## config.mk

```make
export PLATFORM = sky130hd
export DESIGN_NAME = key_debounce_multi
export DESIGN_NICKNAME = d
export VERILOG_FILES = /design/src/rtl/key_debounce_pkg.sv /design/src/rtl/key_debounce_chan.sv /design/src/rtl/key_debounce_multi.sv
export SDC_FILE = /design/constraint.sdc
export NUM_CORES = 1
export LEC_CHECK = 0
export ABC_AREA = 1
export CORE_MARGIN = 5
export CORE_UTILIZATION = 50
export DETAILED_ROUTE_END_ITERATION = 6
export MAX_ROUTING_LAYER = met4
export PLACE_DENSITY = 0.76
export SYNTH_ARGS = -nofsm -noshare
export SYNTH_HDL_FRONTEND = slang
export SYNTH_SLANG_ARGS = --single-unit
```

## constraint.sdc

```tcl
create_clock -name clk -period 25.4 [get_ports clk]
set_input_delay 5.08 -clock clk [delete_from_list [all_inputs] [get_ports clk]]
set_output_delay 5.08 -clock clk [all_outputs]
set_load 0.03 [all_outputs]
```

## src/rtl/key_debounce_pkg.sv

```systemverilog
// key_debounce_pkg: shared timing defaults and helpers for the key debouncer.
package key_debounce_pkg;
    localparam int DEF_DEB_CYCLES    = 240000;
    localparam int DEF_LONG_CYCLES   = 12000000;
    localparam int DEF_REPEAT_CYCLES = 2400000;

    function automatic int cnt_w(input int cycles);
        return $clog2(cycles + 1);
    endfunction

    function automatic logic pol_norm(input logic pin, input logic active_low);
        return pin ^ active_low;
    endfunction
endpackage

```

## src/rtl/key_debounce_chan.sv

```systemverilog
// key_debounce_chan: one key channel - synchroniser, stability filter and
// press/release/click/long/repeat pulse generation.
module key_debounce_chan
    import key_debounce_pkg::*;
#(
    parameter int DEB_CYCLES    = DEF_DEB_CYCLES,
    parameter int LONG_CYCLES   = DEF_LONG_CYCLES,
    parameter int REPEAT_CYCLES = DEF_REPEAT_CYCLES,
    parameter int REPEAT_EN     = 1,
    parameter int ACTIVE_LOW    = 1
) (
    input  logic clk,
    input  logic rst,
    input  logic key,
    output logic key_state,
    output logic key_press,
    output logic key_release,
    output logic key_click,
    output logic key_long,
    output logic key_repeat
);
    localparam int DW = cnt_w(DEB_CYCLES);
    localparam int LW = cnt_w(LONG_CYCLES);
    localparam int RW = cnt_w(REPEAT_CYCLES);
    localparam logic IDLE = ACTIVE_LOW != 0;

    logic [1:0]    sync;
    logic [DW-1:0] cnt;
    logic [LW-1:0] hold;
    logic [RW-1:0] rcnt;
    logic          long_done;
    logic          s, mism, accept, press_ev, rel_ev, held, long_hit, rep_hit;

    // A release landing on the long/repeat target cycle suppresses that pulse.
    always_comb begin
        s        = pol_norm(sync[1], IDLE);
        mism     = s != key_state;
        accept   = mism && cnt == DW'(DEB_CYCLES - 1);
        press_ev = accept && !key_state;
        rel_ev   = accept && key_state;
        held     = key_state && !rel_ev;
        long_hit = held && !long_done && hold == LW'(LONG_CYCLES - 1);
        rep_hit  = held && long_done && rcnt == RW'(REPEAT_CYCLES - 1);
    end

    always_ff @(posedge clk or posedge rst) begin
        if (rst) begin
            sync        <= {2{IDLE}};
            cnt         <= '0;
            hold        <= '0;
            rcnt        <= '0;
            long_done   <= 1'b0;
            key_state   <= 1'b0;
            key_press   <= 1'b0;
            key_release <= 1'b0;
            key_click   <= 1'b0;
            key_long    <= 1'b0;
            key_repeat  <= 1'b0;
        end else begin
            sync <= {sync[0], key};
            if (!mism) begin
                cnt <= '0;
            end else if (accept) begin
                key_state <= s;
                cnt       <= '0;
            end else begin
                cnt <= cnt + 1'b1;
            end
            if (press_ev)
                hold <= '0;
            else if (held && hold != LW'(LONG_CYCLES))
                hold <= hold + 1'b1;
            if (long_hit || !held)
                rcnt <= '0;
            else if (long_done)
                rcnt <= rep_hit ? '0 : rcnt + 1'b1;
            if (rel_ev)
                long_done <= 1'b0;
            else if (long_hit)
                long_done <= 1'b1;
            key_press   <= press_ev;
            key_release <= rel_ev;
            key_click   <= rel_ev && !long_done;
            key_long    <= long_hit;
            key_repeat  <= (REPEAT_EN != 0) && rep_hit;
        end
    end
endmodule

```

## src/rtl/key_debounce_multi.sv

```systemverilog
// key_debounce_multi: N independent debounced key channels with event pulses.
module key_debounce_multi
    import key_debounce_pkg::*;
#(
    parameter int N             = 4,
    parameter int DEB_CYCLES    = DEF_DEB_CYCLES,
    parameter int LONG_CYCLES   = DEF_LONG_CYCLES,
    parameter int REPEAT_CYCLES = DEF_REPEAT_CYCLES,
    parameter int REPEAT_EN     = 1,
    parameter int ACTIVE_LOW    = 1
) (
    input  logic         clk,
    input  logic         rst,
    input  logic [N-1:0] key,
    output logic [N-1:0] key_state,
    output logic [N-1:0] key_press,
    output logic [N-1:0] key_release,
    output logic [N-1:0] key_click,
    output logic [N-1:0] key_long,
    output logic [N-1:0] key_repeat
);
    for (genvar i = 0; i < N; i++) begin : g_chan
        key_debounce_chan #(
            .DEB_CYCLES   (DEB_CYCLES),
            .LONG_CYCLES  (LONG_CYCLES),
            .REPEAT_CYCLES(REPEAT_CYCLES),
            .REPEAT_EN    (REPEAT_EN),
            .ACTIVE_LOW   (ACTIVE_LOW)
        ) u_chan (
            .clk        (clk),
            .rst        (rst),
            .key        (key[i]),
            .key_state  (key_state[i]),
            .key_press  (key_press[i]),
            .key_release(key_release[i]),
            .key_click  (key_click[i]),
            .key_long   (key_long[i]),
            .key_repeat (key_repeat[i])
        );
    end
endmodule

```

# [Yosys cells after proc, flatten, opt, wreduce, memory -nomap -nowiden]
# Cells that the tools add are included.
[totals] out_inout_bits=24 input_bits=6 word_cells=192 reg_bits=292
[classes] reduce_logical=76 n_addsub=12 muxes=36 n_eq_ne=20 bitwise_logic=4
[ops] operator="$mux W22" n=12
[ops] operator="$mux W24" n=8
[ops] operator="$mux W18" n=8
[ops] operator="$add A24 B1 Y24 const B" n=4
[ops] operator="$eq A24 B24 Y1 const B" n=4
[ops] operator="$ne A24 B24 Y1 const B" n=4
[ops] operator="$add A22 B1 Y22 const B" n=4
[ops] operator="$eq A22 B22 Y1 const B" n=4
[ops] operator="$add A18 B1 Y18 const B" n=4
[ops] operator="$eq A18 B18 Y1 const B" n=4
[ops] operator="$logic_and A1 B1 Y1" n=40
[ops] operator="$reduce_bool A2 Y1" n=12
[ops] operator="$logic_not A1 Y1" n=16
[ops] operator="$mux W1" n=8
[ops] operator="$reduce_and A2 Y1" n=4
[ops] operator="$logic_or A1 B1 Y1" n=4
[ops] operator="$ne A1 B1 Y1" n=4
[ops] operator="$not A1 Y1" n=4

# [Longest topological paths before layout]
# Gate-level depths: netlist (run 1).
[logic_depth] word_depth=11 mapped_depth=12 mapped_depth_nobuf=11

# [Hierarchy]
# Synthesis (run 1) repeated with hierarchy kept, for this count alone.
[hier_totals] hier_cells=2560 hier_area_um2=17987.3
[modules_own_cells] mod="key_debounce_chan" instances=4 seq_area_each_um2=1829.3 cells_per_inst=640 area_each_um2=4496.8

# [Worst setup path before layout (run 1)]
# No wires, ideal clock.
[synth_path] kind="register to output" startpoint="register g_chan[0].u_chan.key_state" endpoint="output port key_state[0]" arrival_ns=0.645 t_required_ns=20.320 n_path_buf=1 stages_incl_launch_ff=2 slack_ns=19.675 cell_sequence="dfrtp_1 -> buf_4"
[synth_rtl] element="from (decl)" line_no="key_debounce_chan.sv:15" text="output logic key_state,"
[synth_rtl] element="from (signal assigned)" line_no="key_debounce_chan.sv:64" text="key_state <= s;"
[synth_rtl] element="to (decl)" line_no="key_debounce_multi.sv:15" text="output logic [N-1:0] key_state,"
# No word-level cell between the ends.

# [Worst setup path after layout (run 1)]
[layout_path] startpoint="register g_chan[0].u_chan.key_state" endpoint="output port key_state[0]"
# No word-level cell between the ends.

==> results.yml, run 1 <==
status:
  outcome: "complete, no violations"
synth:
  synth_mux_area_share_pct: 0
  ys_async_sr_fraction_pct: 100.0
  synth-xor-area-share_pct: 6.595
  postSynthCellCount: 2442
  synthAdderAreaFrac_pct: 1.135
  ys_seq_area_share_pct: 41.47
  synth_top_area_share_pct: 40.28
  synth_area_per_cell_um2: 7.225
  synth_nets: 2464
  synth-simple-area-share_pct: 39.34
  synthesis.area_um2: 17640
  synth_largest_area_cell: "dfrtp_1"
  synthFlopType: "dfrtp_1"
  synth_compound_area_share_pct: 3.283
  synth_area_leaders: "dfrtp_1 (40%), nand2_1 (13%), nand3_1 (9.9%), nor2_1 (7.9%), xor2_1 (5.4%)"
  ys_warn_count: 0
  yosysUniqueCellTypes: 43
  synth-edff-count: 0
  yosys_register_bits: 292
  synth_top_family_by_area: "simple AND/OR/NAND/NOR gates"
sta:
  fin_tns_setup_ps: 0
  maxSlewHeadroom_pct: 33.66
  fmax_mhz: 146.7
  rsz0062_at_grt: "no"
  timing.final.crit_period_ps: 6819
  worst_pin_slew_ps: 995.1
  min_period_over_period_pct: 26.85
  skew_ps: 11.70
  hold_viol_final: 0
  finalSetupViolCount: 0
  final_max_slew_viol_count: 0
run:
  cap_viol_max_count: 0
global_route:
  groute.usage.overall_pct: 20.22
  first_global_vias: 14690
  antenna_found_initial: 0
  gr-total-overflow: 0
  grt_max_degree: 177
  grt_pass1_wl_um: 67440
power_and_ir_drop:
  p_leak_uw: 0.008560
  ir_drop_mv: 0.04185
  p_per_area_nw_per_um2: 51.65
cells_and_area:
  fin_nets: 2466
  fin_util_pct: 55.61
  final_cell_mix: "nand2_1 (613), nor2_1 (373), nand3_1 (348), dfrtp_1 (284), inv_1 (246)"
  n_antenna_cell: 0
  syn_to_final_growth_pct: 9.411
  drive_gt1_share_pct: 4.812
  final_common_cell: "nand2_1"
clock_network:
  cts_buffers: 37
  cts_hold_buf: 0
  cts_buffer_depth: 3
  cts_resized: 0
  clkSlewWorstSetupHoldPaths_ps: 50
  clockRootBuffer: "clkbuf_16"
  cts_max_level: 2
  clkLatencyLatePin_ps: 520
  cts_tree: "built"
  cts_setup_buffers: 0
  cts_num_sinks: 292
placement:
  hpwl_um: 26840
  globalplace.congestion: 0.9612
  port_buffers: 29
routing:
  vias_per_cell: 5.365
  wl_um: 38710
  drtIter0Drc: 1082
  dr.pass1.iters: 7
  vias: 15710
  ant_nets: 0
  wl_per_cell_um: 13.22
  drc: 0
die:
  dieArea_um2: 39140
  core_area_um2: 34710
  die_height_um: 197.8
  start_util_pct: 50.83
  ios: 30
  die_w_um: 197.8
  rows: 68
worst_hold_path:
  hold_depth: 0
  min_path_type: "reg2reg"
worst_setup_path:
  cpPeakStageDelay_ps: 740
  crit_slowest_cell: "clkdlybuf4s50_1"
  crit_cells: 1
  rr_worst_depth: 10
  crit_path_max_fanout: 5
  critPathKind: "reg2out"
  worstPathArrival_ps: 1740
  worstPathCellList: "clkdlybuf4s50_1"
  required_ps: 20320
  end_kind: "output port"
  path_delay_family: "buffers and inverters"
  crit_buf_inv: 1
  start_kind: "register"
==> cell usage after synthesis (18+ instances only) <==
library cell / instances
xor2_1: 108
dfrtp_1: 284
nor2_1: 373
xnor2_1: 23
buf_4: 29
nor3_1: 68
nand3b_1: 18
inv_1: 247
nand3_1: 348
a21oi_1: 28
nand2_1: 613
o21ai_0: 55
nand4_1: 91
==> report_power, final <==
group / switching (uW) / leakage [uW] / total, uW / internal (uW)
sequential: 2.06 / 0.00404 / 470 / 468
clock: 199 / 0.000596 / 510 / 312
combinational: 13.1 / 0.00392 / 16.4 / 3.27
==> final timing paths <==
kind / start / end / slack, ps
min reg2reg: g_chan[0].u_chan.sync[0] / g_chan[0].u_chan.sync[1] / 350
min: g_chan[0].u_chan.sync[0] / g_chan[0].u_chan.sync[1] / 350
max in group asynchronous: rst / g_chan[2].u_chan.cnt[0] / 18880
min in group asynchronous: rst / g_chan[3].u_chan.key_repeat / 5090
max: g_chan[0].u_chan.key_state / key_state[0] / 18580
max reg2reg: g_chan[2].u_chan.hold[0] / g_chan[2].u_chan.rcnt[11] / 22580
==> cells by family (layout without fill, tap and decap cells) <==
group,Yosys count,count (layout)
fa+ha+maj,16,16
flops,292,292
xor+xnor,132,132
buf+inv,329,360
compound gates,109,109
simple gates,1564,1564
==> routing by layer <==
metal / track usage [%] / part of all wire, % / vias to the layer above
met5: - / 0 / -
met4: 4.948 / 1.9 / 0
met3: 2.586 / 4.2 / 63
met2: 32.33 / 47 / 351
met1: 27.65 / 47 / 7407
li1: - / - / 7887
==> flip-flops by register name (all words and copies together), names as in the netlist <==
signal / cells
g_chan.u_chan.cnt: 72
g_chan.u_chan.sync: 8
g_chan.u_chan.key_release: 4
g_chan.u_chan.rcnt: 88
g_chan.u_chan.key_click: 4
g_chan.u_chan.key_long: 4
g_chan.u_chan.key_state: 4
g_chan.u_chan.long_done: 4
g_chan.u_chan.hold: 96
g_chan.u_chan.key_repeat: 4
g_chan.u_chan.key_press: 4
==> cell type report <==
cell class,count,area [um2]
repair buffers,34,340.3
inverters,258,975.9
well taps,455,569.3
multi-input cells,1821,8884
flip-flops and latches,292,7317
clock inverters,10,70.07
fillers,3273,15410
clock buffers,58,1147
==> per-stage QoR <==
step / power (uW) / setup WS (ps) / hold WS (ps) / std cells / instance area, um2
finish: 996.9 / 18580 / 353.5 / 2928 / 19300
global route: 1032 / 18500 / 358.5 / 2928 / 19300
CTS: 1013 / 18550 / 349.6 / 2928 / 19300
detailed placement: 495.8 / 18230 / 347.5 / 2860 / 18090
global placement: 495.2 / 18250 / 345.9 / 2860 / 18090
floorplan: 490.1 / 12270 / 345.2 / 2442 / 17640
(Power assumes the default switching activity.)
==> run 2: changes to the inputs <==
- PLACE_DENSITY: 0.76 -> 0.79
- clock period: 25.4 -> 6 ns (I/O delays scaled with it)
==> run 2 against run 1 <==
  * Flip-flop and latch count unchanged
  * Routed wire length shrank 0.61%
  * Count of clock-buffer cells in the layout fell by 10
  * Setup slack got worse by 16000 ps
  * Sequential share of layout area down 0.12 points
  * Final cell count is essentially flat
  * Die area is the same
  * Critical path type unchanged
==> results.yml, run 2 (synthesis results as in run 1) <==
worst_setup_path:
  start_kind: "register"
  path_delay_family: "buffers and inverters"
  crit_start: "g_chan[0].u_chan.key_state"
  rr_worst_depth: 10
  end_kind: "output port"
  crit_end: "key_state[0]"
  critPathKind: "reg2out"
  worstPathArrival_ps: 1770
  crit_path_max_fanout: 5
  r2r_slack_ps: 3150
  worstPathCellList: "clkdlybuf4s50_1"
  required_ps: 4800
  crit_slowest_cell: "clkdlybuf4s50_1"
  r2r-end: "g_chan[2].u_chan.rcnt[13]"
  crit_buf_inv: 1
  reg2reg_from: "g_chan[2].u_chan.hold[0]"
  cpPeakStageDelay_ps: 750
  crit_cells: 1
clock_network:
  clkSlewWorstSetupHoldPaths_ps: 60
  cts_hold_buf: 0
  cts_setup_buffers: 0
  clockRootBuffer: "clkbuf_16"
  cts_tree: "built"
  cts_buffers: 36
  cts_buffer_depth: 3
  cts_num_sinks: 292
  cts_resized: 0
  clkLatencyLatePin_ps: 520
  cts_max_level: 2
sta:
  hold_viol_final: 0
  maxSlewHeadroom_pct: 25.21
  finalSetupViolCount: 0
  rsz0062_at_grt: "no"
  final_max_slew_viol_count: 0
  fin_tns_setup_ps: 0
  min_period_over_period_pct: 49.51
  fmax_mhz: 336.6
  worst_pin_slew_ps: 1119
  timing.final.crit_period_ps: 2971
  skew_ps: 20.15
  whs_ps: 354.4
die:
  start_util_pct: 50.83
  die_height_um: 197.8
  ios: 30
  dieArea_um2: 39140
  core_area_um2: 34710
  rows: 68
  die_w_um: 197.8
power_and_ir_drop:
  p_per_area_nw_per_um2: 223.8
  clkPwrFrac_pct: 52.4
  swShare_pct: 20.86
  seq_power_share_pct: 45.9
  comb_power_share_pct: 1.7
  p_leak_uw: 0.008575
  p_switching_uw: 903.8
  p_int_uw: 3430
  ir_drop_mv: 0.2056
global_route:
  grt_pass1_wl_um: 68430
  grt_max_degree: 118
  first_global_vias: 15410
  gr-total-overflow: 0
  antenna_found_initial: 1
  groute.usage.overall_pct: 20.52
placement:
  dpl_cell_area_um2: 18100
  hpwl_um: 26950
  globalplace.congestion: 0.9357
  port_buffers: 29
cells_and_area:
  regMostFlops: "g_chan.u_chan.hold"
  multi_input_area_um2: 8884
  fin_nets: 2466
  drive_gt1_share_pct: 4.899
  final_common_cell: "nand2_1"
  final_cell_mix: "nand2_1 (613), nor2_1 (373), nand3_1 (348), dfrtp_1 (284), inv_1 (246)"
  ff_latch_area_um2: 7317
  syn_to_final_growth_pct: 9.772
  largest_registers: "g_chan.u_chan.hold (96), g_chan.u_chan.rcnt (88), g_chan.u_chan.cnt (72)"
  largest_reg_flops: 96
  design_area_um2: 19370
  fillers: 3202
routing:
  drtIter0Drc: 1100
  wl_um: 38470
  vias: 15660
  drc: 0
  dr.pass1.iters: 6
  wl_per_cell_um: 13.15
  ant_nets: 0
  vias_per_cell: 5.353
worst_hold_path:
  min_path_type: "reg2reg"
status:
  outcome: "complete, no violations"
run:
  cap_viol_max_count: 0
run 2: routing by layer:
layer	up-vias	wire length [um]	track usage, %
li1	7897	-	-
met1	7336	17490	26.47
met2	356	18470	34.23
met3	74	1659	2.910
met4	0	850	5.483
met5	-	0	-
run 2: worst min path at each step:
stage,from,to,slack (ps),depth (start not counted)
floorplan,g_chan[0].u_chan.sync[0],g_chan[0].u_chan.sync[1],350,0
global placement,g_chan[0].u_chan.sync[0],g_chan[0].u_chan.sync[1],350,0
global route,g_chan[0].u_chan.sync[0],g_chan[0].u_chan.sync[1],360,0
detailed placement,g_chan[0].u_chan.sync[0],g_chan[0].u_chan.sync[1],350,0
CTS,g_chan[0].u_chan.sync[0],g_chan[0].u_chan.sync[1],360,0
finish,g_chan[1].u_chan.sync[0],g_chan[1].u_chan.sync[1],350,0
run 2: power groups by stage:
stage / clock network, uW / registers, uW / logic, uW
2_1_floorplan: 0 / 2020 / 51.1
3_3_place_gp: 0 / 2020 / 73.1
3_5_place_dp: 0 / 2020 / 75.1
4_1_cts: 2340 / 1990 / 75.9
5_1_grt: 2420 / 1990 / 85.3
6_report: 2270 / 1990 / 71.9
run 2: area by class of cell:
type                       count  area share (%)
inverter                     258           5.020
timing repair buffer          35           1.861
sequential                   292           37.78
clock buffer                  48           5.356
tap                          455           2.939
multi-input combinational   1821           45.87
clock inverter                16           1.163
antenna                        1         0.01292
run 2: worst register-to-register path, cell delays in order, from the launching register on:
cell and delay, ps:
dfrtp_1 450, ha_1 250, nand2_1 90, inv_1 40
nand2_1 180, nor2_4 70, nand3_1 160, inv_1 60
nor2_1 600, nand3_1 530, o21ai_0 320
run 2: per-stage QoR:
step                      setup slack (ps)  util [%]  cells  total power (uW)
after floorplan                      931.4         -   2442              2075
after global placement                3036     52.15   2861              2097
after detailed placement              3029     52.15   2861              2100
after CTS                             2993     55.79   2925              4405
after global routing                  2826     55.79   2926              4491
final                                 3029     55.79   2926              4334
==> run 3: changes to the inputs <==
- clock period: 6 -> 2.51 ns (I/O delays scaled with it)
==> run 3 against run 2 <==
  * Register-to-register slack got worse by 2900 ps
  * Non-clock buffer count is 25 higher
  * Hold slack lost 3.3 ps
  * Sequential share of layout area fell by 0.22 points
  * Power is 130% higher
  * Count of clock-buffer cells in the layout is 1 higher
  * Cell area increased by 0.59%
  * Clock power increased by 130%
  * Critical path depth unchanged
==> results.yml, run 3 (synthesis results as in run 1) <==
status:
  outcome: "complete, no violations"
routing:
  wl_per_cell_um: 13.31
  drtIter0Drc: 1208
  vias: 15820
  vias_per_cell: 5.367
  wl_um: 39230
  dr.pass1.iters: 6
  ant_nets: 0
  drc: 0
clock_network:
  cts_setup_buffers: 0
  clkSlewWorstSetupHoldPaths_ps: 60
  cts_tree: "built"
  clockRootBuffer: "clkbuf_16"
  clkLatencyLatePin_ps: 530
  cts_hold_buf: 0
  cts_buffers: 35
  cts_resized: 0
  cts_num_sinks: 292
  cts_buffer_depth: 3
  cts_max_level: 2
worst_setup_path:
  worstPathArrival_ps: 1830
  end_kind: "output port"
  path_delay_family: "buffers and inverters"
  crit_cells: 1
  rr_worst_depth: 8
  start_kind: "register"
  worstPathCellList: "clkdlybuf4s50_1"
  crit_slowest_cell: "clkdlybuf4s50_1"
  crit_buf_inv: 1
  cpPeakStageDelay_ps: 770
  critPathKind: "reg2out"
  required_ps: 2010
  crit_path_max_fanout: 5
power_and_ir_drop:
  p_leak_uw: 0.008677
  p_total_uw: 10110
  p_per_area_nw_per_um2: 518.9
  clkPwrFrac_pct: 51.1
  seq_power_share_pct: 47.1
  p_int_uw: 7942
  swShare_pct: 21.43
  comb_power_share_pct: 1.8
  p_switching_uw: 2166
  ir_drop_mv: 0.4345
sta:
  finalSetupViolCount: 0
  min_period_over_period_pct: 92.97
  worst_pin_slew_ps: 634.4
  setup_ws_ps: 176.4
  fin_tns_setup_ps: 0
  fmax_mhz: 428.5
  skew_ps: 10.90
  hold_viol_final: 0
  final_max_slew_viol_count: 0
  whs_ps: 351.1
  timing.final.crit_period_ps: 2334
  rsz0062_at_grt: "no"
  maxSlewHeadroom_pct: 57.38
global_route:
  grt_pass1_wl_um: 68900
  first_global_vias: 15170
  use_met1_pct: 27.63
  grtUsageMet3_pct: 3.573
  grt_max_degree: 99
  gr-total-overflow: 0
  groute.usage.overall_pct: 20.83
  antenna_found_initial: 0
  grt-busiest-layer: "met2"
  use_met2_pct: 33.57
cells_and_area:
  multi_input_area_um2: 8884
  regMostFlops: "g_chan.u_chan.hold"
  fillers: 3240
  fin_util_pct: 56.12
  final_cell_mix: "nand2_1 (613), nor2_1 (373), nand3_1 (348), dfrtp_1 (284), inv_1 (246)"
  ff_latch_area_um2: 7317
  syn_to_final_growth_pct: 10.42
  drive_gt1_share_pct: 5.656
  n_antenna_cell: 0
  largest_registers: "g_chan.u_chan.hold (96), g_chan.u_chan.rcnt (88), g_chan.u_chan.cnt (72)"
  largest_reg_flops: 96
  final_common_cell: "nand2_1"
  fin_nets: 2490
worst_hold_path:
  hold_depth: 0
  min_path_type: "reg2reg"
die:
  die_w_um: 197.8
  die_height_um: 197.8
  ios: 30
  core_area_um2: 34710
  dieArea_um2: 39140
  rows: 68
  start_util_pct: 50.83
run:
  cap_viol_max_count: 0
placement:
  port_buffers: 29
  globalplace.congestion: 0.9415
  pre_cts_slack_ps: 284.8
  hpwl_um: 27640
==> run 3: cell count changes in the layout (fill, tap and decap cells not counted), sizes merged <==
cell,previous run,this run
buf,6,31
clkbuf,48,49
diode,1,0
clkinv,5,8
bufinv,5,3
clkinvlp,6,2
==> run 3: worst register-to-register path, delay by kind of cell (launching register included) <==
family | cells | cell delay (ps)
DFF | 1 | 420
adders and majority gates | 1 | 250
AOI/OAI and AO/OA | 1 | 250
and+or+nand+nor | 6 | 1270
==> run 3: final cells by class <==
class                           count  area share (%)
Multi-Input combinational cell   1821           45.60
Sequential cell                   292           37.56
Clock buffer                       49           5.241
Inverter                          258           4.990
Tap cell                          455           2.922
Timing Repair Buffer               60           2.877
Clock inverter                     13          0.8092
==> run 3: per-layer routing <==
layer,routed length [um],up-vias
li1,-,7928
met1,18130,7475
met2,18600,352
met3,1775,67
met4,728,0
met5,0,-
==> run 3: stage by stage <==
stage | instance area, um2 | std cells
finish | 19480 | 2948
global route | 19480 | 2948
CTS | 19480 | 2948
detailed placement | 18300 | 2886
global placement | 18300 | 2886
floorplan | 17650 | 2442
==> run 3: path summary, 6_finish.rpt <==
kind	from	endpoint	slack, ps
worst max register to register	g_chan[1].u_chan.cnt[0]	g_chan[1].u_chan.rcnt[11]	240
min in group asynchronous	rst	g_chan[2].u_chan.rcnt[8]	450
worst min register to register	g_chan[0].u_chan.sync[0]	g_chan[0].u_chan.sync[1]	350
max in group asynchronous	rst	g_chan[3].u_chan.sync[1]	1540
worst max-delay path	g_chan[0].u_chan.key_state	key_state[0]	180
worst min-delay path	g_chan[0].u_chan.sync[0]	g_chan[0].u_chan.sync[1]	350
==> run 3: power groups by stage <==
stage / clock, uW / combinational, uW / sequential, uW
2_1_floorplan: 0 / 122 / 4840
3_5_place_dp: 0 / 191 / 4840
4_1_cts: 5300 / 193 / 4760
6_report: 5170 / 183 / 4760
3_3_place_gp: 0 / 186 / 4840
5_1_grt: 5480 / 220 / 4760
